--- config.mk ---
export PLATFORM = sky130hd
export DESIGN_NAME = mem_byte_sequencer_flat
export DESIGN_NICKNAME = d
export VERILOG_FILES = /design/src/rtl/mem_byte_sequencer_if.sv /design/src/rtl/mem_byte_sequencer.sv /design/src/flat_wrapper.sv
export SDC_FILE = /design/constraint.sdc
export NUM_CORES = 1
export LEC_CHECK = 0
export ABC_AREA = 1
export BUFFER_PORTS_ARGS = -buffer_cell sky130_fd_sc_hd__buf_2
export CAP_MARGIN = 40
export CORE_MARGIN = 1.5
export CORE_UTILIZATION = 40
export DETAILED_ROUTE_END_ITERATION = 8
export PLACE_DENSITY = 0.64
export SYNTH_ARGS = -nofsm -noshare
export SYNTH_HDL_FRONTEND = slang
export SYNTH_SLANG_ARGS = --single-unit
--- constraint.sdc ---
create_clock -name CLK -period 2.4 [get_ports CLK]
set_clock_uncertainty 0.05 [all_clocks]
set_input_delay 0.48 -clock CLK [delete_from_list [all_inputs] [get_ports CLK]]
set_output_delay 0.48 -clock CLK [all_outputs]
set_load 0.005 [all_outputs]
--- src/rtl/mem_byte_sequencer_if.sv ---
// ---------------------------------------------------------------------------
// mem_byte_sequencer_if
//
// Purpose:
//   Bundles the control-unit handshake (MOV/MOC, MAR/MDR side) and the
//   byte-wide RAM port of the byte sequencer into one interface.
//
// Signal summary:
//   MOV       control -> seq   memory operation valid (request)
//   RW        control -> seq   1 = read, 0 = write
//   typeData  control -> seq   00 byte, 01 halfword, 10 word, 11 illegal
//   addr      control -> seq   start byte address (MAR low byte)
//   wdata     control -> seq   write data (MDR), right-justified
//   rdata     seq -> control   assembled read data, zero-extended
//   MOC       seq -> control   memory operation complete
//   err       seq -> control   illegal access size, valid with MOC
//   mem_en    seq -> RAM       byte-cycle enable
//   mem_we    seq -> RAM       write strobe
//   mem_addr  seq -> RAM       byte address
//   mem_wd    seq -> RAM       write byte
//   mem_rd    RAM -> seq       read byte, valid the cycle after a read cycle
//
// Modports:
//   slave  - the sequencer itself
//   master - the environment (control unit plus RAM)
// ---------------------------------------------------------------------------
interface mem_byte_sequencer_if;

    logic        MOV;
    logic        RW;
    logic [1:0]  typeData;
    logic [7:0]  addr;
    logic [31:0] wdata;
    logic [31:0] rdata;
    logic        MOC;
    logic        err;
    logic        mem_en;
    logic        mem_we;
    logic [7:0]  mem_addr;
    logic [7:0]  mem_wd;
    logic [7:0]  mem_rd;

    modport slave (
        input  MOV,
        input  RW,
        input  typeData,
        input  addr,
        input  wdata,
        input  mem_rd,
        output rdata,
        output MOC,
        output err,
        output mem_en,
        output mem_we,
        output mem_addr,
        output mem_wd
    );

    modport master (
        output MOV,
        output RW,
        output typeData,
        output addr,
        output wdata,
        output mem_rd,
        input  rdata,
        input  MOC,
        input  err,
        input  mem_en,
        input  mem_we,
        input  mem_addr,
        input  mem_wd
    );

endinterface

--- src/rtl/mem_byte_sequencer.sv ---
// ---------------------------------------------------------------------------
// mem_byte_sequencer
//
// Purpose:
//   Converts one byte / halfword / word request from the control unit into
//   a run of byte-serial cycles on a 256x8 RAM. Bytes are transferred
//   big-endian: the first RAM cycle (at the start address) carries the most
//   significant byte of the access. Addresses wrap modulo 256.
//
// Ports:
//   CLK  input   clock, all state changes on the rising edge
//   CLR  input   synchronous active-high reset / transaction abort
//   bus  slave   handshake and RAM signals (see mem_byte_sequencer_if)
//
// Timing from the edge that samples MOV=1 in IDLE:
//   write of N bytes : N XFER cycles, then DONE (MOC after N+1 cycles)
//   read of N bytes  : N XFER cycles, one RTAIL cycle, then DONE (N+2)
//   illegal size     : straight to DONE with err (MOC after 1 cycle)
// ---------------------------------------------------------------------------
module mem_byte_sequencer (
    input  logic                        CLK,
    input  logic                        CLR,
    mem_byte_sequencer_if.slave         bus
);

    typedef enum logic [1:0] {
        IDLE  = 2'd0,
        XFER  = 2'd1,
        RTAIL = 2'd2,
        DONE  = 2'd3
    } state_t;

    state_t      state_q,   state_d;
    logic        isRead_q,  isRead_d;
    logic        isErr_q,   isErr_d;
    logic [7:0]  addr_q,    addr_d;
    logic [31:0] wbuf_q,    wbuf_d;
    logic [23:0] rbuf_q,    rbuf_d;
    logic [2:0]  cnt_q,     cnt_d;
    logic        rdPend_q,  rdPend_d;
    logic [31:0] rdata_q,   rdata_d;

    // State register. CLR wins over everything, so an in-flight transfer is
    // dropped on the spot and the last read result is discarded as well.
    always_ff @(posedge CLK) begin
        if (CLR) begin
            state_q  <= IDLE;
            isRead_q <= 1'b0;
            isErr_q  <= 1'b0;
            addr_q   <= 8'd0;
            wbuf_q   <= 32'd0;
            rbuf_q   <= 24'd0;
            cnt_q    <= 3'd0;
            rdPend_q <= 1'b0;
            rdata_q  <= 32'd0;
        end else begin
            state_q  <= state_d;
            isRead_q <= isRead_d;
            isErr_q  <= isErr_d;
            addr_q   <= addr_d;
            wbuf_q   <= wbuf_d;
            rbuf_q   <= rbuf_d;
            cnt_q    <= cnt_d;
            rdPend_q <= rdPend_d;
            rdata_q  <= rdata_d;
        end
    end

    // Next-state logic.
    // The request is copied into local registers on the accepting edge so
    // the control unit is free to change MAR/MDR afterwards. Write data is
    // left-aligned in wbuf so the byte to send is always wbuf[31:24] and a
    // left shift by 8 moves to the next byte. Read bytes arrive one cycle
    // after their RAM cycle; rdPend marks that the previous cycle issued a
    // read, and the bytes are shifted in from the right so the first byte
    // read ends up most significant. rdata is only written on the
    // RTAIL->DONE edge so the control unit never sees a partial value.
    always_comb begin
        state_d  = state_q;
        isRead_d = isRead_q;
        isErr_d  = isErr_q;
        addr_d   = addr_q;
        wbuf_d   = wbuf_q;
        rbuf_d   = rbuf_q;
        cnt_d    = cnt_q;
        rdPend_d = 1'b0;
        rdata_d  = rdata_q;

        unique case (state_q)
            IDLE: begin
                if (bus.MOV) begin
                    isRead_d = bus.RW;
                    addr_d   = bus.addr;
                    rbuf_d   = 24'd0;
                    isErr_d  = 1'b0;
                    case (bus.typeData)
                        2'b00: begin
                            cnt_d   = 3'd1;
                            wbuf_d  = bus.wdata << 24;
                            state_d = XFER;
                        end
                        2'b01: begin
                            cnt_d   = 3'd2;
                            wbuf_d  = bus.wdata << 16;
                            state_d = XFER;
                        end
                        2'b10: begin
                            cnt_d   = 3'd4;
                            wbuf_d  = bus.wdata;
                            state_d = XFER;
                        end
                        default: begin
                            cnt_d   = 3'd0;
                            wbuf_d  = 32'd0;
                            isErr_d = 1'b1;
                            state_d = DONE;
                        end
                    endcase
                end
            end

            XFER: begin
                addr_d   = addr_q + 8'd1;
                wbuf_d   = wbuf_q << 8;
                cnt_d    = cnt_q - 3'd1;
                rdPend_d = isRead_q;
                if (rdPend_q) begin
                    rbuf_d = {rbuf_q[15:0], bus.mem_rd};
                end
                if (cnt_q == 3'd1) begin
                    state_d = isRead_q ? RTAIL : DONE;
                end
            end

            RTAIL: begin
                rdata_d = {rbuf_q, bus.mem_rd};
                state_d = DONE;
            end

            DONE: begin
                if (!bus.MOV) begin
                    isErr_d = 1'b0;
                    state_d = IDLE;
                end
            end

            default: begin
                state_d = IDLE;
            end
        endcase
    end

    // Output decode. RAM-side address and data are forced to zero outside
    // XFER so the bus is quiet when no byte cycle is in progress, and the
    // write byte is only presented on write cycles.
    always_comb begin
        bus.MOC      = (state_q == DONE);
        bus.err      = (state_q == DONE) && isErr_q;
        bus.mem_en   = (state_q == XFER);
        bus.mem_we   = (state_q == XFER) && !isRead_q;
        bus.mem_addr = 8'd0;
        bus.mem_wd   = 8'd0;
        bus.rdata    = rdata_q;
        if (state_q == XFER) begin
            bus.mem_addr = addr_q;
            if (!isRead_q) begin
                bus.mem_wd = wbuf_q[31:24];
            end
        end
    end

endmodule

--- src/flat_wrapper.sv ---
// flat-port wrapper written by rule: the top's interface ports become plain ports
module mem_byte_sequencer_flat 
  (CLK, CLR, bus_MOV, bus_RW, bus_typeData, bus_addr, bus_wdata, bus_mem_rd, bus_rdata, bus_MOC, bus_err, bus_mem_en, bus_mem_we, bus_mem_addr, bus_mem_wd);
  mem_byte_sequencer_if bus_i ();
  input  logic CLK;
  input  logic CLR;
  input wire logic [$bits(bus_i.MOV)-1:0] bus_MOV;
  input wire logic [$bits(bus_i.RW)-1:0] bus_RW;
  input wire logic [$bits(bus_i.typeData)-1:0] bus_typeData;
  input wire logic [$bits(bus_i.addr)-1:0] bus_addr;
  input wire logic [$bits(bus_i.wdata)-1:0] bus_wdata;
  input wire logic [$bits(bus_i.mem_rd)-1:0] bus_mem_rd;
  output wire logic [$bits(bus_i.rdata)-1:0] bus_rdata;
  output wire logic [$bits(bus_i.MOC)-1:0] bus_MOC;
  output wire logic [$bits(bus_i.err)-1:0] bus_err;
  output wire logic [$bits(bus_i.mem_en)-1:0] bus_mem_en;
  output wire logic [$bits(bus_i.mem_we)-1:0] bus_mem_we;
  output wire logic [$bits(bus_i.mem_addr)-1:0] bus_mem_addr;
  output wire logic [$bits(bus_i.mem_wd)-1:0] bus_mem_wd;
  assign bus_i.MOV = bus_MOV;
  assign bus_i.RW = bus_RW;
  assign bus_i.typeData = bus_typeData;
  assign bus_i.addr = bus_addr;
  assign bus_i.wdata = bus_wdata;
  assign bus_i.mem_rd = bus_mem_rd;
  assign bus_rdata = bus_i.rdata;
  assign bus_MOC = bus_i.MOC;
  assign bus_err = bus_i.err;
  assign bus_mem_en = bus_i.mem_en;
  assign bus_mem_we = bus_i.mem_we;
  assign bus_mem_addr = bus_i.mem_addr;
  assign bus_mem_wd = bus_i.mem_wd;
  mem_byte_sequencer u_core (.CLK(CLK), .CLR(CLR), .bus(bus_i));
endmodule
==> qor.yml <==
rsz0062_at_grt: "no"
final_antenna_net_count: 0
end_kind: "primary output"
die_w_microns: 111
final_cells: 907
synth_ff_type: "dfxtp_1"
die-height_microns: 111
timing.rr.start: "u_core.state_q[0]"
gp_congestion: 0.853
grt_max_degree: 69
synth_area_per_cell_sq_um: 7.00
finalHoldViolCount: 0
antenna_cells: 0
ys_ff_latch: 104
grt_pass1_wl_microns: 21400
fp.dieArea_sq_mm: 0.0124
numCtsBuffers: 9
tightest_slew_ns: 0.709
clock_latency_ns: 0.35
slowest_stage: "dfxtp_1"
final_max_slew_viol_count: 0
synthesis.area_sq_mm: 0.00471
p_leak_uw: 0.00263
avgRoutedWirePerCell_microns: 14.1
r2r_slack_ns: 0.20
crit_fanout: 12
fillerInstances: 1169
worstPathCellList: "inv_1, ha_4, clkinvlp_4, buf_4, nor2_1, buf_2"
syn-num-nets: 734
cts.reportedPaths.clkPinSlew_ns: 0.07
root_buffer: "clkbuf_16"
finalSetupViolations: 0
ctsHtreeMaxLevel: 3
vias: 4714
rr_endpoint: "u_core.rbuf_q[4]"
cts_tree: "done"
start_util: 0.410
drt_iter0_drc: 384
min_period_ns: 2.28
synth_cell_type_count: 24
finalSetupTns_ns: 0
fmax_ghz: 0.438
drive_gt1_frac: 0.190
drc: 0
wirelength_microns: 12800
grt_antenna_before_repair: 0
met1_length_microns: 6220
grt.total_usage: 0.210
areaGrowthSynthToFinish_pct: 19.4
place_inst: 891
postSynthCellCount: 672
required_ns: 1.87
synthArstFlopShare: 0
fin_crit_sh: 0.952
startpoint_type: "flop"
cpPeakStageDelay_ns: 0.35
power_density_mw_per_mm2: 1310
synth_edf_count: 0
fin_nets: 821
status: "complete, no violations"
ir_drop_mv: 0.782
dp_hpwl_microns: 8580
holdPathStages: 3
cts_sinks: 104
io_buffers: 105
top_layer_used: "met4"
first_global_vias: 4371
wl_met2_microns: 5660
max_cap_viol_count: 0
firstDrtPassIters: 5
vias_per_cell: 5.20
pin_count: 106
met3_length_microns: 769
min_to: "u_core.bus.rdata[5]"
arrival_ns: 1.75
max-slew-margin-rel: 0.525
reg2reg_depth: 9
overflow: 0
ys_warn_count: 0
worstHoldStart: "bus_mem_rd[5]"
clock_path_buffers: 2
num_rows: 39
seq_area_frac_synth: 0.442
hold_class: "in -> reg"
coreArea_sq_mm: 0.0115
critPathKind: "reg -> out"
[layout by cell type, fill, tap and decap left out, types with 3 or more instances in the layout]
cell type	count
a21oi_1	107
buf_2	105
buf_4	15
clkbuf_16	9
clkinv_1	3
dfxtp_1	104
ha_1	7
inv_1	38
nand2_1	123
nand3_1	52
nand4_1	6
nor2_1	83
nor3_1	18
nor3_2	3
o21ai_0	70
[how the worst max path moves through the flow]
stage / cells after the start / end / startpoint
final: 6 / bus_mem_wd[1] / u_core.state_q[1]
after global routing: 6 / bus_mem_wd[5] / u_core.state_q[1]
after CTS: 6 / bus_mem_wd[5] / u_core.state_q[1]
after detailed placement: 8 / u_core.rbuf_q[4] / u_core.state_q[1]
after global placement: 8 / u_core.rbuf_q[4] / u_core.state_q[1]
after floorplan: 6 / bus_mem_wd[0] / u_core.state_q[1]
[registers in the layout, summed over array words and instances, names as in the netlist]
register / count
u_core.rdPend_q: 1
u_core.state_q: 2
u_core.rbuf_q: 24
u_core.cnt_q: 3
u_core.isRead_q: 1
u_core.addr_q: 8
u_core.isErr_q: 1
u_core.bus.rdata: 32
u_core.wbuf_q: 32
[what timing repair did]
item                       in CTS  in global routing
setup endpoints to repair       0                  6
setup buffers                   0                  0
hold buffers                    0                  0
gates resized for setup         0                  2
[metal layers]
layer	GRT usage	vias to the layer above
met5	0	-
met4	0.0633	0
met3	0.0512	12
met2	0.321	131
met1	0.292	2166
li1	-	2405
[layout make-up]
cell class | count | area (sq um) | share of cell area
repair buffers | 121 | 658 | 0.117
well taps | 143 | 179 | 0.0318
clock buffers | 12 | 246 | 0.0438
multi-input cells | 480 | 2250 | 0.401
inverters | 43 | 165 | 0.0294
clock inverters | 4 | 38.8 | 0.00690
flip-flops and latches | 104 | 2080 | 0.370
[where the power goes]
group / switching, uW / leakage (uW) / internal [uW] / total [uW]
Sequential: 386 / 0.000853 / 2340 / 2730
Clock: 667 / 0.000140 / 746 / 1410
Combinational: 2040 / 0.00164 / 1160 / 3200
Total: 3090 / 0.00263 / 4250 / 7340
[critical path, delay by kind of cell (launching register included)]
| kind | cells | cell delay [ns] |
|---|---|---|
| adder cells (fa/ha/maj) | 1 | 0.25 |
| buffers and inverters | 4 | 0.70 |
| flip-flops | 1 | 0.35 |
| AND/OR/NAND/NOR | 1 | 0.10 |
[logic make-up (layout without fill, tap and decap cells)]
group                    after synthesis  in the layout  share of synthesized area
buffers and inverters                 88            180                     0.0819
AND/OR/NAND/NOR                      289            289                      0.258
AO/OA/AOI/OAI                        183            183                      0.196
flip-flops                           104            104                      0.442
adder cells (fa/ha/maj)                8              8                     0.0213
[synthesized netlist by cell type (3+ instances only)]
| library cell | instances | area, sq um |
|---|---|---|
| nor3_1 | 18 | 90.1 |
| dfxtp_1 | 104 | 2080 |
| clkbuf_1 | 18 | 67.6 |
| inv_1 | 39 | 146 |
| o21ai_0 | 70 | 350 |
| buf_2 | 16 | 80.1 |
| nand4_1 | 6 | 37.5 |
| ha_1 | 8 | 100 |
| nor3_2 | 3 | 30.0 |
| a21oi_1 | 107 | 536 |
| nor2_1 | 83 | 312 |
| buf_1 | 3 | 11.3 |
| nand3_1 | 52 | 260 |
| nand2_1 | 123 | 462 |
| clkinv_1 | 3 | 11.3 |
| buf_4 | 5 | 37.5 |
[metrics by stage]
stage               worst slack [ns]  hold WS, ns  power [uW]  instance area [sq um]   util
CTS                           0.0402        0.321        7360                   5610  0.489
finish                         0.116        0.333        7340                   5620  0.490
detailed placement             0.248        0.404        5920                   5320  0.464
floorplan                      0.533        0.378        4990                   4710      -
global placement               0.380        0.402        5830                   5320  0.464
global route                 0.00192        0.334        8000                   5620  0.490
Power figures use the tool's default switching activity.
